## config.mk

```make
export PLATFORM = sky130hd
export DESIGN_NAME = regbank_debug_arbiter
export DESIGN_NICKNAME = d
export VERILOG_FILES = /design/src/rtl/regbank_debug_arbiter.sv
export SDC_FILE = /design/constraint.sdc
export NUM_CORES = 1
export LEC_CHECK = 0
export BUFFER_PORTS_ARGS = -buffer_cell sky130_fd_sc_hd__buf_2
export CAP_MARGIN = 20
export CORE_ASPECT_RATIO = 2
export CORE_UTILIZATION = 27
export CTS_CLUSTER_DIAMETER = 60
export DETAILED_ROUTE_END_ITERATION = 16
export GPL_ROUTABILITY_DRIVEN = 0
export HOLD_SLACK_MARGIN = 0.12
export PLACE_DENSITY = 0.61
export SKIP_LAST_GASP = 1
export SYNTH_ARGS = -nofsm -noshare
export SYNTH_HDL_FRONTEND = slang
export SYNTH_SLANG_ARGS = --single-unit
```

## constraint.sdc

```tcl
create_clock -name clk -period 3.8 [get_ports clk]
set_clock_uncertainty 0.2 [all_clocks]
set_input_delay 0.19 -clock clk [delete_from_list [all_inputs] [get_ports clk]]
set_output_delay 0.19 -clock clk [all_outputs]
set_load 0.1 [all_outputs]
```

## src/rtl/regbank_debug_arbiter.sv

```systemverilog
// Shares regbank read port A and the write port between the pipeline and a
// debug interface: stall, settle, one debug access, operand refresh, ack.
`timescale 1ns/1ps
module regbank_debug_arbiter #(
  parameter int unsigned SETTLE_CYCLES = 2,
  parameter int unsigned RD_LATENCY    = 1
) (
  input  logic        clk,
  input  logic        reset,
  input  logic        dbg_req,
  input  logic        dbg_we,
  input  logic [3:0]  dbg_addr,
  input  logic [31:0] dbg_wdata,
  output logic        dbg_ack,
  output logic [31:0] dbg_rdata,
  output logic        dbg_busy,
  output logic        pipe_stall,
  input  logic [3:0]  pipe_addr_a,
  input  logic [3:0]  pipe_addr_b,
  input  logic        pipe_hold_in,
  input  logic        pipe_clear_in,
  input  logic [3:0]  wb_addr_d,
  input  logic [31:0] wb_data_d,
  input  logic        wb_we,
  output logic [3:0]  rb_addr_a,
  output logic [3:0]  rb_addr_b,
  output logic        rb_hold,
  output logic        rb_clear,
  output logic [3:0]  rb_addr_d,
  output logic [31:0] rb_data_d,
  output logic        rb_we,
  input  logic [31:0] rb_data_a
);

  localparam int unsigned CNT_W = 4;
  localparam logic [CNT_W-1:0] SETTLE_LAST = CNT_W'(SETTLE_CYCLES - 1);
  localparam logic [CNT_W-1:0] RD_LAST     = CNT_W'(RD_LATENCY - 1);

  typedef enum logic [2:0] {
    IDLE, SETTLE, RD, RD_WAIT, WR, RESTORE, DONE
  } state_t;

  state_t           state;
  logic [CNT_W-1:0] cnt;
  logic             req_we;
  logic [3:0]       req_addr;
  logic [31:0]      req_wdata;

  // Sequencer: state, counter, captured request and all dbg/pipe outputs.
  always_ff @(posedge clk) begin
    if (reset) begin
      state      <= IDLE;
      cnt        <= '0;
      req_we     <= 1'b0;
      req_addr   <= '0;
      req_wdata  <= '0;
      pipe_stall <= 1'b0;
      dbg_ack    <= 1'b0;
      dbg_busy   <= 1'b0;
      dbg_rdata  <= '0;
    end else begin
      dbg_ack <= 1'b0;
      case (state)
        IDLE: begin
          if (dbg_req) begin
            req_we     <= dbg_we;
            req_addr   <= dbg_addr;
            req_wdata  <= dbg_wdata;
            cnt        <= '0;
            pipe_stall <= 1'b1;
            dbg_busy   <= 1'b1;
            state      <= SETTLE;
          end
        end
        SETTLE: begin
          if (cnt == SETTLE_LAST) begin
            cnt   <= '0;
            state <= req_we ? WR : RD;
          end else begin
            cnt <= cnt + CNT_W'(1);
          end
        end
        RD: begin
          cnt   <= '0;
          state <= RD_WAIT;
        end
        RD_WAIT: begin
          if (cnt == RD_LAST) begin
            dbg_rdata <= rb_data_a;
            cnt       <= '0;
            state     <= RESTORE;
          end else begin
            cnt <= cnt + CNT_W'(1);
          end
        end
        WR: begin
          // WB owns the write port whenever it shows up; retry next cycle.
          if (!wb_we) begin
            cnt   <= '0;
            state <= RESTORE;
          end
        end
        RESTORE: begin
          if (cnt == RD_LAST) begin
            cnt        <= '0;
            pipe_stall <= 1'b0;
            dbg_ack    <= 1'b1;
            state      <= DONE;
          end else begin
            cnt <= cnt + CNT_W'(1);
          end
        end
        DONE: begin
          dbg_busy <= 1'b0;
          state    <= IDLE;
        end
        default: begin
          pipe_stall <= 1'b0;
          dbg_busy   <= 1'b0;
          state      <= IDLE;
        end
      endcase
    end
  end

  // Regbank port steering decoded from state.
  always_comb begin
    rb_addr_a = pipe_addr_a;
    rb_addr_b = pipe_addr_b;
    rb_hold   = 1'b1;
    rb_clear  = 1'b0;
    rb_addr_d = wb_addr_d;
    rb_data_d = wb_data_d;
    rb_we     = wb_we;
    case (state)
      IDLE: begin
        rb_hold  = pipe_hold_in;
        rb_clear = pipe_clear_in;
      end
      RD, RD_WAIT: begin
        rb_addr_a = req_addr;
        rb_hold   = 1'b0;
      end
      WR: begin
        if (!wb_we) begin
          rb_we     = 1'b1;
          rb_addr_d = req_addr;
          rb_data_d = req_wdata;
        end
      end
      RESTORE: rb_hold = 1'b0;
      default: ;
    endcase
  end

endmodule

```

---- Yosys cells after proc, flatten, opt, wreduce, memory -nomap -nowiden ----
Index checks and enable logic that the tools add are counted.
word-level totals
  flip-flop bits (word level) ............. 79
  input bits .............................. 119
  word-level logic and storage cells ...... 65
operators by class
  add/sub/neg operators ................... 1
  eq/ne operators ......................... 12
  mux-type cells .......................... 25
  bitwise logic cells ..................... 3
  reductions and logical operators ........ 15
operators with widths
  kind                                           count
  two-way mux 32 bit                             2
  two-way mux 4 bit                              7
  one-hot mux 4 bit (5 select lines)             1
  two-way mux 3 bit                              6
  one-hot mux 3 bit (6 select lines)             1
  inequality test 2 bit, second input constant   5
  OR reduction 5 bit                             2
  == test 3 bit, second input constant           3
  == test 3 x 2 -> 1 bit, second input constant  2
  AND reduction 2 bit                            3
  AND reduction 3 bit                            2
  OR reduction 2 bit                             3
  two-way mux 1 bit                              5
  AND reduction 5 bit                            1
  nonzero test 5 bit                             1
  adder 4 x 1 -> 4 bit, second input constant    1
  == test 4 x 1 -> 1 bit, second input constant  1
  logical NOT 4 bit                              1
  one-hot mux 1 bit (2 select lines)             2
  == test 3 x 1 -> 1 bit, second input constant  1
  logical NOT 3 bit                              1
  inverter 1 bit                                 3
  one-hot mux 1 bit (3 select lines)             1
  OR reduction 3 bit                             1

---- Longest topological paths before layout ----
  depth after elaboration ................. 4
  mapped depth ............................ 8
  gate-level depth less buffers ........... 6

---- Worst setup path before layout ----
No wires, ideal clock.
  path type ............................... reg2out
  from .................................... reg state[0]
  to ...................................... out rb_hold
  data arrival time ....................... 3032 ps
  slack ................................... 378 ps
  cell stages (with the launch flop) ...... 5
  cell sequence ........................... dfxtp_1 -> clkbuf_4 -> clkbuf_1 -> nor2_1 -> o31ai_1
on the way
  longest elaborated chain between the ends .. 3
  elaborated cells between the ends (all ways) .. 6
  those cells by class .................... eq/ne: 3; mux: 1; reduce/logical: 2
ends and longest elaborated chain
  element                                                  RTL line  source
  start: declaration                                       43        state_t state;
  start signal: assignment                                 78        state <= req_we ? WR : RD;
  == test 3 bit or == test 3 x 2 -> 1 bit (tied branches)  135       case (state)
  OR reduction 3 bit (no source line)                      --
  one-hot mux 1 bit (2 select lines) (*)                   135
  end: declaration                                         27        output logic rb_hold,
Mark *: on every way between the ends. The rest lies on a longest branch, timed or not.

---- Final worst setup path ----
  from .................................... reg state[2]
  to ...................................... out rb_addr_d[1]
on the way
  longest elaborated chain between the ends .. 2
ends and longest elaborated chain
  element            RTL line  source
  == test 3 bit      135
  two-way mux 4 bit  135
  end: declaration   29        output logic [3:0] rb_addr_d,
Every way passes these cells.

==> impl_metrics.tcl <==
set metrics [dict create \
    die_height_um 164.4 \
    relSlewSlack_pct 32.61 \
    antenna_cells 0 \
    power_density_mw_per_mm2 496.2 \
    grt_max_degree 53 \
    dpl.cell_count 752 \
    routed_wirelength_um 10980 \
    fin_tns_setup_ns 0 \
    worstPathRequired_ns 3.41 \
    multi_input_area_mm2 0.001732 \
    cts_tree "yes" \
    antenna_found_initial 0 \
    cts_max_level 3 \
    syn_inst 438 \
    min_from "pipe_addr_b[2]" \
    clockRootBuffer "clkbuf_16" \
    vias 3844 \
    status "finished clean" \
    cts_buffer_depth 2 \
    synth_xor_area_share_pct 0.4921 \
    coreArea_mm2 0.01292 \
    seq_area_mm2 0.001582 \
    synth_compound_area_share_pct 13.15 \
    whs_endpoint "rb_addr_b[2]" \
    clkSinkCount 79 \
    utilization_pct 43.01 \
    initial_core_util_pct 27.55 \
    crit_type "reg -> out" \
    use_met3_pct 3.398 \
    synth_area_per_cell_um2 8.127 \
    hold_violations 0 \
    synth_top_family_by_area "simple AND/OR/NAND/NOR gates" \
    p_leak_nw 2.430 \
    yosys_warnings 0 \
    worstSkewPairLatency_ns 0.33 \
    worstPathMaxFanout 36 \
    rr_worst_depth 5 \
    ys_seq_area_share_pct 44.43 \
    synth_area_leaders "dfxtp_1 (44%), nand2_1 (16%), mux2_2 (11%)" \
    syn_nets 560 \
    slew_viol_final 0 \
    grt_use_met2_pct 29.69 \
    hold_path_depth 0 \
    netlist.area_leader.share_pct 44.43 \
    via_per_inst 4.587 \
    tightest_slew_ns 1.011 \
    rows 59 \
    synth_area_leader_cell "dfxtp_1" \
    netlist_area_mm2 0.003560 \
    grt_util_all_layers_pct 15.53 \
    ys_ff_latch 79 \
    ioPinCount 201 \
    hold_class "in -> out" \
    final_cells 838 \
    grt_pass1_vias 3900 \
    startpoint_type "flop" \
    min_period_ns 2.873 \
    hpwl_um 7497 \
    grt-busiest-layer "met2" \
    r2r-end "req_wdata[6]$_SDFFE_PP0P_" \
    post_cts_buffers 0 \
    maxCapViolCount 0 \
    rr_startpoint "state[0]$_SDFFE_PP0P_" \
    whs_ns 0.1800 \
    dr.pass1.iters 4 \
    ant_nets 0 \
    fmaxAchievable_mhz 348.0 \
    fill_cells 1254 \
    die_w_um 83.19 \
    area_growth_pct 56.10 \
    cp.arrival_ns 2.48 \
    grt_overflow_total 0 \
    final_nets 803 \
    drt_iter0_drc 127 \
    path_clk_slew_ns 0.06 \
    endpoint_kind "output pin" \
    finalCritPeriodShare_pct 75.61 \
    ir_worst_vdd_mv 0.3172 \
    synthMuxAreaShare_pct 11.39 \
    rsz0062_at_grt "no" \
    drc 0 \
    r2r_slack_ns 1.62 \
    met1_usage_pct 15.68 \
    die-area_mm2 0.01367 \
    cts_inserted_buffers 9 \
    io_buffers 192 \
    synthSimpleGateAreaFrac_pct 22.57 \
    grt_pass1_wl_um 17240 \
    setup_viol 0 \
    detail_route.wl_per_cell_um 13.10 \
    synth_cell_types 37 \
    synth_fa_ha_area_share_pct 1.054 \
    layout-drive-gt1-share_pct 36.44 \
]
[cell usage in the layout, fill, tap and decap left out, types with 2 or more instances in the layout]
master,synthesis,layout
a21oi_1,75,75
and2_1,3,3
buf_2,3,192
buf_4,13,4
bufinv_16,0,2
clkbuf_1,14,2
clkbuf_16,0,9
clkinvlp_4,0,3
dfxtp_1,79,79
dlygate4sd3_1,0,70
ha_1,3,3
inv_1,5,5
mux2_2,35,35
nand2_1,156,156
nand2b_1,3,3
nand3_1,4,4
nand3b_1,3,3
nor2_1,7,7
nor3_1,5,5
o21ai_0,5,5
xnor2_1,2,2
[stage by stage]
step           cell area [um^2]  total power, mW  setup slack [ns]
6_report                   5557            2.757            0.9268
3_3_place_gp               4513            1.780             1.379
3_5_place_dp               4541            1.809             1.280
5_1_grt                    5557            2.883            0.7475
4_1_cts                    5557            2.792            0.9126
2_1_floorplan              3560            1.665            0.3778
[worst max-delay path by stage]
stage	startpoint	to	slack (ns)
after CTS	state[2]$_SDFFE_PP0P_	rb_addr_d[1]	0.91
after floorplan	state[0]$_SDFFE_PP0P_	rb_hold	0.38
final	state[2]$_SDFFE_PP0P_	rb_addr_d[1]	0.93
after global routing	state[2]$_SDFFE_PP0P_	rb_data_d[8]	0.75
after detailed placement	state[2]$_SDFFE_PP0P_	rb_addr_d[1]	1.28
after global placement	state[2]$_SDFFE_PP0P_	rb_data_d[22]	1.38
[cells in the mapped netlist]
master and number:
nand2_1 156, dfxtp_1 79, a21oi_1 75, mux2_2 35
clkbuf_1 14, buf_4 13, nor2_1 7, inv_1 5
nor3_1 5, o21ai_0 5, clkbuf_8 4, nand3_1 4
and2_1 3, buf_2 3, ha_1 3, nand2b_1 3
nand3b_1 3, xnor2_1 2, a21boi_0 1, a2bb2oi_1 1
a31oi_1 1, and2b_1 1, and3_2 1, clkbuf_4 1
mux2_1 1, nor2b_1 1, nor3_4 1, nor3b_1 1
nor3b_4 1, nor4_1 1, o211ai_1 1, o21bai_1 1
o22ai_1 1, o31ai_1 1, o32ai_2 1, or3b_1 1
or4_1 1
[flip-flops by register name (all words and copies together), names as in the netlist]
name        flops
req_wdata      32
state           3
req_we          1
dbg_ack         1
req_addr        4
cnt             4
dbg_rdata      32
pipe_stall      1
dbg_busy        1
[worst max-delay path: stages (launching register included)]
cell     delay [ns]
dfxtp_1        0.62
nand2_1        0.24
nor3_4         0.15
buf_4          0.42
mux2_2         0.39
buf_2          0.29
[repair_timing]
| action | CTS | global route |
|---|---|---|
| endpoints found under the hold margin | 71 | 0 |
| hold buffers | 70 | 0 |
| resized for setup | 0 | 0 |
[final cells by class]
| class | count | area share (%) |
|---|---|---|
| Multi-Input combinational cell | 319 | 31.16 |
| Tap cell | 152 | 3.423 |
| Timing Repair Buffer | 267 | 30.94 |
| Inverter | 5 | 0.3378 |
| Sequential cell | 79 | 28.46 |
| Clock buffer | 11 | 4.188 |
| Clock inverter | 5 | 1.486 |
[cell families (layout without fill, tap and decap cells)]
logic type	count (synthesis)	after routing
simple gates	190	190
compound gates	88	88
flops	79	79
fa+ha+maj	3	3
xor+xnor	2	2
mux	36	36
buf+inv	40	288
[metal layers]
metal	share of wire, %	routed length (um)
met4	2.2	245
met2	54	5963
met3	5.2	570
met5	0	0
met1	38	4194
[power breakdown]
part / switching, mW / total (mW) / internal (mW)
Combinational: 0.637 / 0.888 / 0.251
Clock: 0.338 / 0.913 / 0.576
Sequential: 0.0585 / 0.956 / 0.898
Total: 1.03 / 2.76 / 1.72
No activity file was read; power rests on OpenSTA's default activity.
